[src/rtl/fifo_access_scheduler.sv]
// Arbitrates N producers and one consumer onto a single-port-per-cycle FIFO.
// Writes rotate round-robin; write/read contention alternates every MAX_BURST grants.
module fifo_access_scheduler #(
    parameter int unsigned NUM_REQ   = 4,
    parameter int unsigned DATA_W    = 16,
    parameter int unsigned DEPTH     = 8,
    parameter int unsigned MAX_BURST = 4
) (
    input  logic                          clk,
    input  logic                          rst_n,
    input  logic [NUM_REQ-1:0]            i_req_valid,
    input  logic [NUM_REQ*DATA_W-1:0]     i_req_data,
    output logic [NUM_REQ-1:0]            o_req_ack,
    input  logic                          i_cons_req,
    output logic                          o_cons_ack,
    output logic [DATA_W-1:0]             o_cons_data,
    output logic                          o_fifo_wrt_en,
    output logic                          o_fifo_rd_en,
    output logic [DATA_W-1:0]             o_fifo_data_in,
    input  logic [DATA_W-1:0]             i_fifo_data_out,
    input  logic                          i_fifo_full,
    input  logic                          i_fifo_empty,
    output logic [$clog2(DEPTH+1)-1:0]    o_fifo_level
);

    localparam int unsigned PTR_W = (NUM_REQ > 1) ? $clog2(NUM_REQ) : 1;
    localparam int unsigned LVL_W = $clog2(DEPTH + 1);

    typedef enum logic {PriWr = 1'b0, PriRd = 1'b1} pri_e;

    pri_e             r_pri, w_pri_nxt;
    logic [3:0]       r_cnt, w_cnt_nxt;
    logic [PTR_W-1:0] r_rr_ptr, w_rr_nxt, w_idx;
    logic [LVL_W-1:0] r_level, w_level_nxt;
    logic             w_found;
    logic             w_wr_cand, w_rd_cand, w_contend;
    logic             w_grant_wr, w_grant_rd;

    assign w_wr_cand  = (|i_req_valid) & ~i_fifo_full;
    assign w_rd_cand  = i_cons_req & ~i_fifo_empty;
    assign w_contend  = w_wr_cand & w_rd_cand;
    // Grants are masked by rst_n so nothing reaches the FIFO while it is being reset.
    assign w_grant_wr = rst_n & w_wr_cand & (~w_rd_cand | (r_pri == PriWr));
    assign w_grant_rd = rst_n & w_rd_cand & ~w_grant_wr;

    // First valid requester at or after r_rr_ptr, wrapping.
    always_comb begin
        w_found = 1'b0;
        w_idx   = '0;
        for (int unsigned k = 0; k < NUM_REQ; k++) begin
            int unsigned j;
            j = (32'(r_rr_ptr) + k) % NUM_REQ;
            if (!w_found && i_req_valid[j]) begin
                w_found = 1'b1;
                w_idx   = PTR_W'(j);
            end
        end
    end

    always_ff @(posedge clk or negedge rst_n) begin
        if (!rst_n) begin
            r_pri    <= PriWr;
            r_cnt    <= '0;
            r_rr_ptr <= '0;
            r_level  <= '0;
        end else begin
            r_pri    <= w_pri_nxt;
            r_cnt    <= w_cnt_nxt;
            r_rr_ptr <= w_rr_nxt;
            r_level  <= w_level_nxt;
        end
    end

    always_comb begin
        w_pri_nxt   = r_pri;
        w_cnt_nxt   = r_cnt;
        w_rr_nxt    = r_rr_ptr;
        w_level_nxt = r_level;
        if (w_contend) begin
            if (r_cnt == 4'(MAX_BURST - 1)) begin
                w_cnt_nxt = '0;
                w_pri_nxt = (r_pri == PriWr) ? PriRd : PriWr;
            end else begin
                w_cnt_nxt = r_cnt + 4'd1;
            end
        end
        if (w_grant_wr) begin
            w_rr_nxt    = (w_idx == PTR_W'(NUM_REQ - 1)) ? '0 : w_idx + PTR_W'(1);
            w_level_nxt = r_level + LVL_W'(1);
        end else if (w_grant_rd) begin
            w_level_nxt = r_level - LVL_W'(1);
        end
    end

    always_comb begin
        o_req_ack      = '0;
        o_fifo_data_in = '0;
        for (int unsigned i = 0; i < NUM_REQ; i++) begin
            if (w_grant_wr && (w_idx == PTR_W'(i))) begin
                o_req_ack[i]   = 1'b1;
                o_fifo_data_in = i_req_data[i*DATA_W +: DATA_W];
            end
        end
        o_fifo_wrt_en = w_grant_wr;
        o_fifo_rd_en  = w_grant_rd;
        o_cons_ack    = w_grant_rd;
    end

    assign o_cons_data  = i_fifo_data_out;
    assign o_fifo_level = r_level;

`ifndef SYNTHESIS
    a_level_range: assert property (@(posedge clk) disable iff (!rst_n)
        r_level <= LVL_W'(DEPTH));
    a_no_overflow: assert property (@(posedge clk) disable iff (!rst_n)
        !(w_grant_wr && (r_level == LVL_W'(DEPTH))));
    a_no_underflow: assert property (@(posedge clk) disable iff (!rst_n)
        !(w_grant_rd && (r_level == '0)));
    a_full_match: assert property (@(posedge clk) disable iff (!rst_n)
        i_fifo_full == (r_level == LVL_W'(DEPTH)));
    a_empty_match: assert property (@(posedge clk) disable iff (!rst_n)
        i_fifo_empty == (r_level == '0));
    a_excl: assert property (@(posedge clk) !(o_fifo_wrt_en && o_fifo_rd_en));
    a_onehot: assert property (@(posedge clk) $onehot0(o_req_ack));
`endif

endmodule

[config.mk]
export PLATFORM = sky130hd
export DESIGN_NAME = fifo_access_scheduler
export DESIGN_NICKNAME = d
export VERILOG_FILES = /design/src/rtl/fifo_access_scheduler.sv
export SDC_FILE = /design/constraint.sdc
export NUM_CORES = 1
export LEC_CHECK = 0
export CORE_ASPECT_RATIO = 0.7
export CORE_MARGIN = 2
export CORE_UTILIZATION = 32
export DETAILED_ROUTE_END_ITERATION = 16
export PLACE_DENSITY = 0.87
export SKIP_CTS_REPAIR_TIMING = 1
export SLEW_MARGIN = 15
export SYNTH_ARGS = -nofsm -noshare
export SYNTH_HDL_FRONTEND = slang
export SYNTH_SLANG_ARGS = --single-unit
export TNS_END_PERCENT = 100
[constraint.sdc]
create_clock -name clk -period 2.9 [get_ports clk]
set_clock_uncertainty 0.2 [all_clocks]
set_input_delay 0.29 -clock clk [delete_from_list [all_inputs] [get_ports clk]]
set_output_delay 0.29 -clock clk [all_outputs]
set_load 0.05 [all_outputs]
### Yosys cells after proc, flatten, opt, wreduce, memory -nomap -nowiden

Index checks and enable logic that the tools add are counted.

* register bits: 11
* latch bits: 0
* RAM bits: 0
* ROM bits: 0
* input port bits: 89
* output and inout bits: 43
* logic and storage cells: 74
* memories: 0

* add/sub/neg operators: 7
* multipliers: 0
* div/mod/pow operators: 0
* $lt $le $gt $ge: 4
* equality and inequality tests: 4
* shift operators: 0
* muxes and demuxes: 28
* bitwise operators: 13
* reductions and logical operators: 14

Operators by type and width (count)
* $mux 16: 4
* $lt 2x3->1 const B: 4
* $mux 1: 12
* $mux 4: 3
* $mux 2: 5
* $add 4x1->4 const B: 2
* $bmux 1 s2: 4
* $and 1x1->1: 7
* $logic_and 1x1->1: 7
* $not 1->1: 5
* $add 2x1->2 const B: 2
* $add 2x2->2 const B: 2
* $eq 2x2->1 const B: 2
* $eq 4x2->1 const B: 1
* $reduce_or 4->1: 1
* $sub 4x1->4 const B: 1
* $logic_not 1->1: 3
* $eq 2x1->1 const B: 1
* $logic_not 2->1: 1
* $reduce_and 2->1: 1
* $reduce_bool 2->1: 1
* $or 1x1->1: 1

### Logic depth before layout (Yosys ltp)

* depth in word-level cells: 18
* depth in mapped cells: 11
* gate-level depth less buffers: 9

### Least setup slack after synthesis

OpenSTA, ideal clock, no wires.

* path kind: flip-flop to output port
* start: register r_rr_ptr[1]
* end: output port o_fifo_data_in[10]
* arrival: 2694 ps
* data required time: 2410 ps
* slack: -284 ps
* stages on the path, launching flop included: 12
* buffers on the path: 2
* path through: dfrtp_1 a21oi_1 o21a_1 o22a_1 inv_1 ha_1 clkbuf_1 clkbuf_1 nand2_1 o211ai_1 o211ai_1 a21oi_1

* longest elaborated chain between the ends: 18
* elaborated cells between the ends (all ways): 36
* classes of those cells: add/sub (3); eq/ne (3); mux (19); reduce/logical (11)

Ends and longest elaborated chain
* start: declaration: line 33 `logic [PTR_W-1:0] r_rr_ptr, w_rr_nxt, w_idx;`
* start signal: assignment: line 69 `r_rr_ptr <= w_rr_nxt;`
* parallel branches: the longest is 11 deep, another holds $add 2x1->2
* $mux 2 *: line 53 `if (!w_found && i_req_valid[j]) begin`
* $logic_not 2->1: line 99 `if (w_grant_wr && (w_idx == PTR_W'(i))) begin`
* $logic_and 1x1->1: line 99
* $mux 16 (3 in a row): line 99
* $mux 16 *: line 99
* end: declaration: line 19 `output logic [DATA_W-1:0] o_fifo_data_in,`

Every way passes the cells marked *. The select of a mux whose other input is x is not followed.

### Worst setup path after layout

* start: input port i_req_valid[3]
* end: output port o_fifo_data_in[1]

* longest elaborated chain between the ends: 18
* elaborated cells between the ends (all ways): 37
* classes of those cells: eq/ne (3); mux (19); bitwise (3); reduce/logical (12)

Ends and longest elaborated chain
* start: declaration: line 11 `input logic [NUM_REQ-1:0] i_req_valid,`
* $bmux 1 s2: line 53
* $mux 1 (not written as such): line 53
* $mux 1: line 53
* $logic_not 1->1: line 53
* $logic_and 1x1->1: line 53
* $mux 1: line 53
* $logic_not 1->1: line 53
* $logic_and 1x1->1: line 53
* $mux 1: line 53
* $logic_not 1->1: line 53
* $logic_and 1x1->1: line 53
* $mux 2: line 53
* $logic_not 2->1: line 99
* $logic_and 1x1->1: line 99
* $mux 16 (3 in a row): line 99
* $mux 16 *: line 99

Mark *: on every way between the ends. The rest lies on a longest branch, timed or not. The select of a mux whose other input is x is not followed.

==> metrics.cfg <==
[drt]
drtAntennaViolNets = 0
wl_per_cell_um = 15.1
num_vias = 1774
drc_errors = 0
initialDrtViolationCount = 62
via_per_inst = 5.10
firstDrtPassIters = 4
drt-total-wl_mm = 5.25

[power]
swShare_pct = 48.5
intPower_mw = 0.972
power_density_nw_per_um2 = 691
p_comb_share_pct = 76.4
clockPowerShare_pct = 8.3
p_leak_nw = 1.08
finalPower_mw = 1.89
power_frac_seq_pct = 15.3
irDropWorstVdd_mv = 0.523
power_switching_mw = 0.914

[clock_network]
cts_made_buffers = 3
cts_root_buffer = clkbuf_8
cts.reportedPaths.clkPinSlew_ns = 0.05
insertion_delay_ns = 0.24
cts_buffer_depth = 2
htree_levels = 1
cts_tree = built
cts_sinks = 11

[die]
die_x_um = 84.7
core_area_um2 = 4350
die-area_um2 = 5130
io_pins = 132
start_util_pct = 33.5
floorplan.rows = 20
die_h_um = 60.5

[worst_setup_path]
endpoint = o_fifo_data_in[1]
crit_arrival_ns = 2.29
critPathKind = in -> out
reg2reg_setup_slack_ns = 0.78
r2r_start = r_pri
worstSetupEndpointType = primary output
reg2reg_depth = 8
crit_fanout = 16
critPathLaunch = i_req_valid[3]
timing.rr.end = o_fifo_level[3]
critical_path_required_ns = 2.41
cp-start-kind = input pin

[yosys]
synthCells = 202
synth_fp_nets = 299
ys_seq_area_share_pct = 18.9
avgSynthCellArea_um2 = 7.23
synth_warnings = 0
synth_area_um2 = 1460
ys_types = 39
ys_seq_elements = 11

[global_routing]
grt_first_pass_wirelength_mm = 7.49
antenna_found_initial = 0
grt-ovfl-total = 0
grt_usage_pct = 17.9
grt_max_degree = 34
grt_pass1_vias = 1683

[finish]
drive_above_1_share_pct = 26.6
fin_cells = 348
fillCellCount = 377
nets = 391
utilization_pct = 62.7
diodes = 0
multi_input_area_um2 = 1040
layout.area.seq_um2 = 277
syn_to_final_growth_pct = 87.0

[run]
maxCapViolations = 0

[timing]
max_slew_margin_pct = 62.2
finalMaxSlewViolations = 0
tightest_slew_ns = 0.561
timing.final.crit_period_ns = 2.78
finalCritPeriodShare_pct = 95.9
fmax_mhz = 359
final-setup-viol-count = 0
timing_hold_violations_final = 0
hold_ws_ns = 0.197

[placed_design]
hpwl_mm = 3.92
port_buffers = 99
dp_cells = 341
place_congestion = 0.784

[min_path]
min_path_type = in -> async

[run_status]
status = complete, no violations

[worst min-delay path by stage]
stage,from,end,slack (ns),cells after the start
after floorplan,rst_n,o_fifo_level[0],-0.21,0
after global placement,o_fifo_level[3],o_fifo_level[3],0.26,1
after detailed placement,o_fifo_level[3],o_fifo_level[3],0.27,1
after CTS,rst_n,r_rr_ptr[1],0.20,2
after global routing,rst_n,o_fifo_level[3],0.22,2
final,rst_n,o_fifo_level[3],0.20,2
[registers in the layout, indices dropped and copies added, names as in the netlist]
signal and cells:
r_cnt 4, r_pri 1, o_fifo_level 4, r_rr_ptr 2
[power groups by stage]
stage                     Combinational (mW)  Sequential, mW  Clock (mW)
final                                   1.44           0.289       0.157
after global routing                    1.54           0.300       0.170
after CTS                               1.36           0.287       0.164
after detailed placement                1.35           0.289           0
after global placement                  1.31           0.285           0
after floorplan                        0.816           0.375           0
[metrics by stage]
step	TNS, ns	setup WS [ns]	cell area (um2)
global route	-0.00927	-0.00926	2730
global placement	-0.00199	-0.00199	2580
floorplan	0	0.000322	1520
CTS	-0.161	-0.0476	2630
detailed placement	-0.161	-0.0459	2580
finish	0	0.118	2730
[area by class of cell]
type                       count  area share (%)
timing repair buffer         119            46.6
multi-input combinational    152            38.2
inverter                       7           0.962
tap                           55            2.52
sequential                    11            10.1
clock buffer                   4            1.65
[cell usage after synthesis (all sizes together)]
cell     n  area (um2)
a211oi   1        7.51
a21boi   1        7.51
a21oi   21         105
a22oi    1        12.5
and2     1        6.26
and2b    1        8.76
and3     5        37.5
buf     22         156
clkbuf  10        37.5
clkinv   1        3.75
dfrtp   11         275
fa       1        20.0
ha       7        87.6
inv      6        22.5
mux2     6        75.1
mux2i    1        10.0
nand2   51         191
nand3    2        10.0
nand3b   1        7.51
nand4    2        12.5
nor2     4        15.0
nor2b    1        6.26
nor3b    1        7.51
nor4     1        6.26
o211ai  32         240
o21a     1        7.51
o21ai    2        10.0
o22a     1        8.76
o31a     1        8.76
or4      1        11.3
xnor2    4        35.0
xor2     1        8.76
[cell usage in the layout, fill, tap and decap left out, drive strengths merged, types with 6 or more instances in the layout]
cell type	instances
clkdlybuf4s50	74
nand2	51
buf	41
o211ai	32
a21oi	21
dfrtp	11
ha	7
inv	6
mux2	6
clkbuf	6
[per-layer routing]
metal  GRT usage, %  share of wire, %  vias to the layer above
met5              0                 0                        -
met1           22.1                44                      825
met4           4.08              0.27                        0
met2           32.6                49                       68
met3           3.95               6.3                        2
li1               -                 -                      879
[critical path: stages]
cell and delay, ns:
clkdlybuf4s50_1 0.54, a21oi_1 0.06, a211oi_1 0.20, buf_4 0.18, inv_1 0.06, ha_1 0.20
inv_2 0.10, clkbuf_16 0.18, o211ai_1 0.11, a21oi_2 0.18, buf_6 0.18
[kinds of logic after synthesis]
family / count (synthesis) / synth area share [%]
AOI/OAI and AO/OA: 61 / 27.9
xor gates and xnor gates: 5 / 3.00
adders and majority gates: 8 / 7.37
buffers and inverters: 39 / 15.1
DFF: 11 / 18.9
muxes: 7 / 5.83
and+or+nand+nor: 71 / 21.9
No activity file was read; power rests on OpenSTA's default activity.
